--- src/rtl/fifo_reader_pkg.sv ---
// fifo_reader_pkg
// Shared definitions for the FIFO pop-side controller: FSM state encoding,
// default data/counter widths and the burst-start predicate.
package fifo_reader_pkg;

  localparam int DATA_W_DEF = 10;
  localparam int CNT_W_DEF  = 8;

  // Encoding 2'b11 is unused; the FSM recovers from it to IDLE.
  typedef enum logic [1:0] {
    IDLE   = 2'b00,
    ACTIVE = 2'b01,
    HOLD   = 2'b10
  } state_t;

  // A fresh burst needs the FIFO filled past its almost-empty threshold,
  // unless flush asks to drain whatever is there.
  function automatic logic burst_start(input logic enable,
                                       input logic empty,
                                       input logic almost_empty,
                                       input logic flush,
                                       input logic dest_af);
    return enable & ~empty & ~dest_af & (~almost_empty | flush);
  endfunction

endpackage

--- src/rtl/fifo_reader_out_stage.sv ---
// fifo_reader_out_stage
// Read pipeline behind the pop request: delays the pop by one cycle to line
// up with the registered FIFO read data, captures that data into a one-word
// output stage with a single-cycle valid strobe, and counts forwarded words.
//
// Ports:
//   clk, reset   clock, async active-high reset
//   pop          pop issued to the FIFO this cycle
//   fifo_data    FIFO read data (valid the cycle after pop)
//   data_out     captured word, holds between strobes
//   valid_out    one-cycle strobe per captured word
//   word_count   forwarded words, wraps modulo 2^CNT_W
//   pop_d1       a read is in flight (data arrives this cycle)
module fifo_reader_out_stage
  import fifo_reader_pkg::*;
#(
  parameter int DATA_W = DATA_W_DEF,
  parameter int CNT_W  = CNT_W_DEF
) (
  input  logic              clk,
  input  logic              reset,
  input  logic              pop,
  input  logic [DATA_W-1:0] fifo_data,
  output logic [DATA_W-1:0] data_out,
  output logic              valid_out,
  output logic [CNT_W-1:0]  word_count,
  output logic              pop_d1
);

  always_ff @(posedge clk or posedge reset) begin
    if (reset) begin
      pop_d1     <= 1'b0;
      data_out   <= '0;
      valid_out  <= 1'b0;
      word_count <= '0;
    end else begin
      pop_d1 <= pop;
      // An in-flight word is delivered regardless of FSM state or backpressure.
      if (pop_d1) begin
        data_out   <= fifo_data;
        valid_out  <= 1'b1;
        word_count <= word_count + CNT_W'(1);
      end else begin
        valid_out <= 1'b0;
      end
    end
  end

endmodule

--- src/rtl/fifo_reader.sv ---
// fifo_reader
// Pop-side controller for the transaction-layer FIFO. Waits for a burst's
// worth of data (or flush), pops one word per cycle while the downstream
// stage has room, and forwards the words through fifo_reader_out_stage.
//
// state  | meaning
// IDLE   | not reading; waits for enable, data past threshold (or flush), room
// ACTIVE | popping one word per cycle while data and room are available
// HOLD   | paused by downstream backpressure; resumes without the burst rule
//
// Ports:
//   clk, reset          clock, async active-high reset
//   enable              allow leaving IDLE and keep popping
//   flush               start on any non-empty FIFO
//   fifo_empty          FIFO empty flag
//   fifo_almost_empty   FIFO lower-threshold flag
//   fifo_data           FIFO read data, valid the cycle after fifo_pop
//   dest_almost_full    downstream backpressure
//   fifo_pop            pop request (combinational)
//   data_out, valid_out forwarded word and its strobe
//   idle                IDLE with nothing in flight
//   word_count          forwarded-word counter, wraps
module fifo_reader
  import fifo_reader_pkg::*;
#(
  parameter int DATA_W = DATA_W_DEF,
  parameter int CNT_W  = CNT_W_DEF
) (
  input  logic              clk,
  input  logic              reset,
  input  logic              enable,
  input  logic              flush,
  input  logic              fifo_empty,
  input  logic              fifo_almost_empty,
  input  logic [DATA_W-1:0] fifo_data,
  input  logic              dest_almost_full,
  output logic              fifo_pop,
  output logic [DATA_W-1:0] data_out,
  output logic              valid_out,
  output logic              idle,
  output logic [CNT_W-1:0]  word_count
);

  state_t state;
  logic   pop_d1;

  always_ff @(posedge clk or posedge reset) begin
    if (reset) begin
      state <= IDLE;
    end else begin
      case (state)
        IDLE: begin
          if (burst_start(enable, fifo_empty, fifo_almost_empty, flush,
                          dest_almost_full))
            state <= ACTIVE;
        end
        ACTIVE: begin
          // Stopping wins over pausing.
          if (fifo_empty || !enable)
            state <= IDLE;
          else if (dest_almost_full)
            state <= HOLD;
        end
        HOLD: begin
          if (fifo_empty || !enable)
            state <= IDLE;
          else if (!dest_almost_full)
            state <= ACTIVE;
        end
        default: state <= IDLE;
      endcase
    end
  end

  // Mealy pop so backpressure and empty cut the request in the same cycle.
  assign fifo_pop = (state == ACTIVE) & enable & ~fifo_empty & ~dest_almost_full;

  fifo_reader_out_stage #(
    .DATA_W (DATA_W),
    .CNT_W  (CNT_W)
  ) u_out_stage (
    .clk        (clk),
    .reset      (reset),
    .pop        (fifo_pop),
    .fifo_data  (fifo_data),
    .data_out   (data_out),
    .valid_out  (valid_out),
    .word_count (word_count),
    .pop_d1     (pop_d1)
  );

  assign idle = (state == IDLE) & ~pop_d1 & ~valid_out;

endmodule

--- config.mk ---
export PLATFORM = sky130hd
export DESIGN_NAME = fifo_reader
export DESIGN_NICKNAME = d
export VERILOG_FILES = /design/src/rtl/fifo_reader_pkg.sv /design/src/rtl/fifo_reader_out_stage.sv /design/src/rtl/fifo_reader.sv
export SDC_FILE = /design/constraint.sdc
export NUM_CORES = 1
export LEC_CHECK = 0
export CAP_MARGIN = 20
export CORE_ASPECT_RATIO = 0.8
export CORE_UTILIZATION = 40
export DETAILED_ROUTE_END_ITERATION = 10
export HOLD_SLACK_MARGIN = 0.12
export PLACE_DENSITY_LB_ADDON = 0.2
export SYNTH_ARGS = -nofsm -noshare
export SYNTH_HDL_FRONTEND = slang
export SYNTH_HIERARCHICAL = 1
export SYNTH_SLANG_ARGS = --single-unit
--- constraint.sdc ---
create_clock -name clk -period 1.21 [get_ports clk]
set_input_delay 0.242 -clock clk [delete_from_list [all_inputs] [get_ports clk]]
set_output_delay 0.242 -clock clk [all_outputs]
set_load 0.02 [all_outputs]
Word level (Yosys, flattened, before mapping)
Index checks and enable logic that the tools add are counted.
{"block": "word_totals", "register_bits": 22, "output_inout_bits": 21, "word_cells": 36}
{"block": "classes", "addsub": 1, "bitwise_logic": 14, "n_reduce_logical": 4, "muxes": 7, "n_eq_ne": 5}
{"cell": "$mux W2", "n": 5}
{"cell": "$add A8 B1 Y8 const B", "n": 1}
{"cell": "$and A1 B1 Y1", "n": 8}
{"cell": "$ne A3 B3 Y1 const B", "n": 2}
{"cell": "$pmux W2 S3", "n": 1}
{"cell": "$not A1 Y1", "n": 5}
{"cell": "$reduce_and A3 Y1", "n": 1}
{"cell": "$eq A2 B1 Y1 const B", "n": 1}
{"cell": "$eq A2 B2 Y1 const B", "n": 1}
{"cell": "$logic_not A2 Y1", "n": 1}
{"cell": "$ne A2 B2 Y1 const B", "n": 1}
{"cell": "$logic_not A1 Y1", "n": 1}
{"cell": "$logic_or A1 B1 Y1", "n": 1}
{"cell": "$mux W1", "n": 1}
{"cell": "$or A1 B1 Y1", "n": 1}

Logic depth before layout (Yosys ltp)
{"block": "depth", "ltp_word": 6, "mapped_depth": 4}

By module
Netlist, hierarchy kept.
{"mod": "fifo_reader_out_stage", "cells_per_inst": 51, "seq_area_each_um2": 500.5, "instances": 1, "area_per_inst_um2": 773.2}
{"mod": "fifo_reader", "cells_per_inst": 10, "seq_area_each_um2": 50.0, "instances": 1, "area_per_inst_um2": 112.6}

Least setup slack after synthesis
Ideal clock, no wire load.
{"block": "synth_timing", "path_kind": "input to output", "from": "in fifo_empty", "to": "out fifo_pop", "t_arrival_ps": 1203, "cell_stages": 2, "slack_ps": -235, "cell_sequence": "or3b_1 -> nor3b_1"}
{"block": "synth_between", "elab_chain_len": 3}
{"item": "from (decl)", "line": "fifo_reader.sv:33", "text": "input logic fifo_empty,"}
{"item": "$not A1 Y1", "line": "fifo_reader.sv:76", "text": "assign fifo_pop = (state == ACTIVE) & enable & ~fifo_empty & ~dest_almost_full;"}
{"item": "$and A1 B1 Y1 (2 in a row)", "line": "fifo_reader.sv:76"}
{"item": "to (decl)", "line": "fifo_reader.sv:37", "text": "output logic fifo_pop,"}
Every way passes these cells.

Worst setup path in the final report
{"block": "layout_timing", "from": "reg u_out_stage.valid_out", "to": "out idle"}
{"block": "layout_between", "elab_chain_len": 2}
{"item": "from (decl)", "line": "fifo_reader_out_stage.sv:25", "text": "output logic valid_out,"}
{"item": "from (signal assigned)", "line": "fifo_reader_out_stage.sv:34", "text": "valid_out <= 1'b0;"}
{"item": "from (signal assigned)", "line": "fifo_reader_out_stage.sv:41", "text": "valid_out <= 1'b1;"}
{"item": "from (signal assigned)", "line": "fifo_reader_out_stage.sv:44", "text": "valid_out <= 1'b0;"}
{"item": "$not A1 Y1", "line": "fifo_reader.sv:92", "text": "assign idle = (state == IDLE) & ~pop_d1 & ~valid_out;"}
{"item": "$and A1 B1 Y1", "line": "fifo_reader.sv:92"}
{"item": "to (decl)", "line": "fifo_reader.sv:40", "text": "output logic idle,"}
Every way passes these cells.

==> metrics.yaml <==
global_route:
  grt_pass1_wl_um: 2830
  overflow: 0
  grt_antenna_before_repair: 0
  grt_max_degree: 18
  grt_pass1_vias: 700
  grt.total_usage_pct: 17.2
power_and_ir_drop:
  pwr-share-seq_pct: 50.7
  power.density_mw_per_mm2: 1210
  pwr-share-clk_pct: 23.5
  p_leak_nw: 0.736
  peakVddDrop_v: 0.00119
  intPower_mw: 1.21
  switchingPower_mw: 0.473
  pwr-share-comb_pct: 25.9
  switching_share_pct: 28.1
  total_power_mw: 1.68
placement:
  place_hpwl_um: 1300
  dp_slack_ns: -0.959
  gp_congestion: 0.729
  portBuffers: 37
logic_synthesis:
  synth_nets: 79
  synthCells: 61
  synth_warnings: 6
  yosysTopAreaCellShare_pct: 62.1
  synth_top_area_cell: "dfrtp_1"
  ys_top_cells_by_area: "dfrtp_1 62%, mux2_1 7.6%, mux2_2 6.4%"
  synth_cell_types: 20
  synth_area_um2: 886
  avgSynthCellArea_um2: 14.5
  seq_area_frac_synth_pct: 62.1
  ys_ff_latch: 22
worst_setup_path:
  path_class: "register to output port"
  worst_path_max_delay_cell: "dfrtp_1"
  cp_max_fo: 2
  worst-path-buf-inv: 1
  critPathMaxStageDelay_ns: 0.41
  cp-start-kind: "register"
  setup.worst_path.end_class: "output port"
  cpLargestDelayFamily: "flip-flops"
  cp.arrival_ns: 1.17
  crit_path_cell_trace: "nor4_2, buf_4"
  cp.required_ns: 0.97
cells_and_area:
  areaGrowthSynthToFinish_pct: 57.2
  layout-drive-gt1-share_pct: 47.8
  nets: 134
  antennaDiodeCount: 0
  fillCellCount: 148
  fin_util_pct: 70.4
timing:
  rsz0062_at_grt: "yes"
  period_share_pct: 117
  drv_slew: 0
  period_needed_ns: 1.41
  hold_viol: 0
  tns_ns: -0.357
  worst_slack_ns: -0.201
  fin_hold_ws_ns: 0.206
  fmax_mhz: 709
  worst_slew_pin_slew_ns: 0.269
  setup_viol: 3
  slew-limit-headroom_pct: 82.0
  skew_ns: 0.00933
detailed_routing:
  dr.pass1.iters: 4
  vias: 676
  drtIter0Drc: 11
  drt_wl_total_um: 1750
  drc: 0
  avgRoutedWirePerCell_um: 12.6
  postRouteAntennaNets: 0
  viasPerCell: 4.86
clock_tree:
  cts_max_path_buffers: 2
  h-tree-depth: 1
  worstSkewPairLatency_ns: 0.31
  cts_num_sinks: 22
  cts_tree: "done"
  cts_buffers: 3
  cts-root-buf: "clkbuf_4"
  cts.clk_slew.worst_paths_ns: 0.12
floorplan:
  dieArea_mm2: 0.00241
  ios: 38
  core_mm2: 0.00198
  floorplan.rows: 14
  initial_core_util_pct: 44.8
  die_y_um: 44.1
  die_x_um: 54.6
run:
  drv_cap: 0
outcome:
  status: "complete, but fails checks"
  violations: "negative setup slack"
min_path:
  hp-class: "input port to register"
==> layer usage <==
metal | global-route usage (%) | part of all wire [%] | up-vias | wire, um
met4 | 3.08 | 0 | 0 | 0
li1 | - | - | 322 | -
met5 | 0 | 0 | - | 0
met1 | 17.1 | 40 | 327 | 707
met3 | 10.3 | 9.1 | 0 | 159
met2 | 30.4 | 50 | 27 | 880
==> layout make-up <==
cell class,count,area (um2),share of cell area (%)
repair buffers,52,414,29.7
inverters,2,7.51,0.539
flip-flops and latches,22,551,39.5
well taps,24,30.0,2.16
clock buffers,4,36.3,2.61
multi-input cells,35,354,25.4
==> worst paths after layout <==
| check | endpoint | slack [ns] | startpoint | cells past startpoint |
|---|---|---|---|---|
| worst min register to register | u_out_stage/data_out[8] | 0.49 | u_out_stage/data_out[8] | 1 |
| min in group asynchronous | state[1] | 0.69 | reset | 3 |
| worst max-delay path | idle | -0.20 | u_out_stage/valid_out | 2 |
| worst max register to register | u_out_stage/word_count[7] | 0.04 | u_out_stage/pop_d1 | 4 |
| max in group asynchronous | u_out_stage/pop_d1 | 0.09 | reset | 4 |
| worst min-delay path | u_out_stage/pop_d1 | 0.21 | dest_almost_full | 3 |
==> power by group through the flow <==
| stage | Sequential [mW] | Combinational (mW) | Clock, mW |
|---|---|---|---|
| 2_1_floorplan | 0.983 | 0.0913 | 0 |
| 3_3_place_gp | 0.866 | 0.479 | 0 |
| 3_5_place_dp | 0.870 | 0.485 | 0 |
| 4_1_cts | 0.857 | 0.459 | 0.414 |
| 5_1_grt | 0.863 | 0.477 | 0.448 |
| 6_report | 0.853 | 0.436 | 0.395 |
==> cells in the mapped netlist, drive strengths merged <==
cell and number:
a211oi 1, xnor2 4, or3b 1, nor4 1
inv 2, nand4 3, nor4b 1, nand2 3
nor2 1, buf 2, and4b 1, and3 1
nor3b 1, dfrtp 22, nor3 1, mux2 11
xor2 4, ha 1
==> logic make-up (layout without fill, tap and decap cells) <==
group           count (synthesis)  count (layout)  synth area share [%]
compound gates                  1               1                 0.848
xor+xnor                        8               8                  7.91
fa+ha+maj                       1               1                  1.41
buf+inv                         4              58                  2.54
flops                          22              22                  62.1
mux                            11              11                  14.0
simple gates                   14              14                  11.2
==> placed cells by master, fill, tap and decap left out, types with 2 or more instances in the layout <==
| cell | count |
|---|---|
| mux2_2 | 5 |
| dfrtp_1 | 22 |
| buf_2 | 20 |
| nand4_1 | 2 |
| buf_4 | 11 |
| xnor2_1 | 4 |
| nand2_1 | 3 |
| clkdlybuf4s50_1 | 13 |
| clkbuf_4 | 3 |
| mux2_1 | 6 |
| xor2_1 | 4 |
| inv_1 | 2 |
| buf_6 | 5 |
==> registers in the layout, summed over array words and instances (netlist names) <==
signal,cells
u_out_stage/data_out,10
u_out_stage/word_count,8
state,2
u_out_stage/pop_d1,1
u_out_stage/valid_out,1
==> what timing repair did <==
item | in CTS | in global routing
setup buffers | 2 | 1
pin swaps | 3 | 2
hold buffers | 1 | 0
cloned | 0 | 0
hold endpoints to repair | 2 | 0
gates resized for setup | 93 | 17
endpoints found under the setup margin | 23 | 19
==> worst min-delay path: stages <==
cell and delay [ns]:
buf_6 0.07, or3b_4 0.12, nor3b_2 0.04
==> through the flow <==
step                cell area (um2)  std cells
floorplan                       897         61
global placement               1390        133
detailed placement             1390        133
CTS                            1440        139
global route                   1390        139
finish                         1390        139
Note: power is estimated with default switching activity, not from simulation.
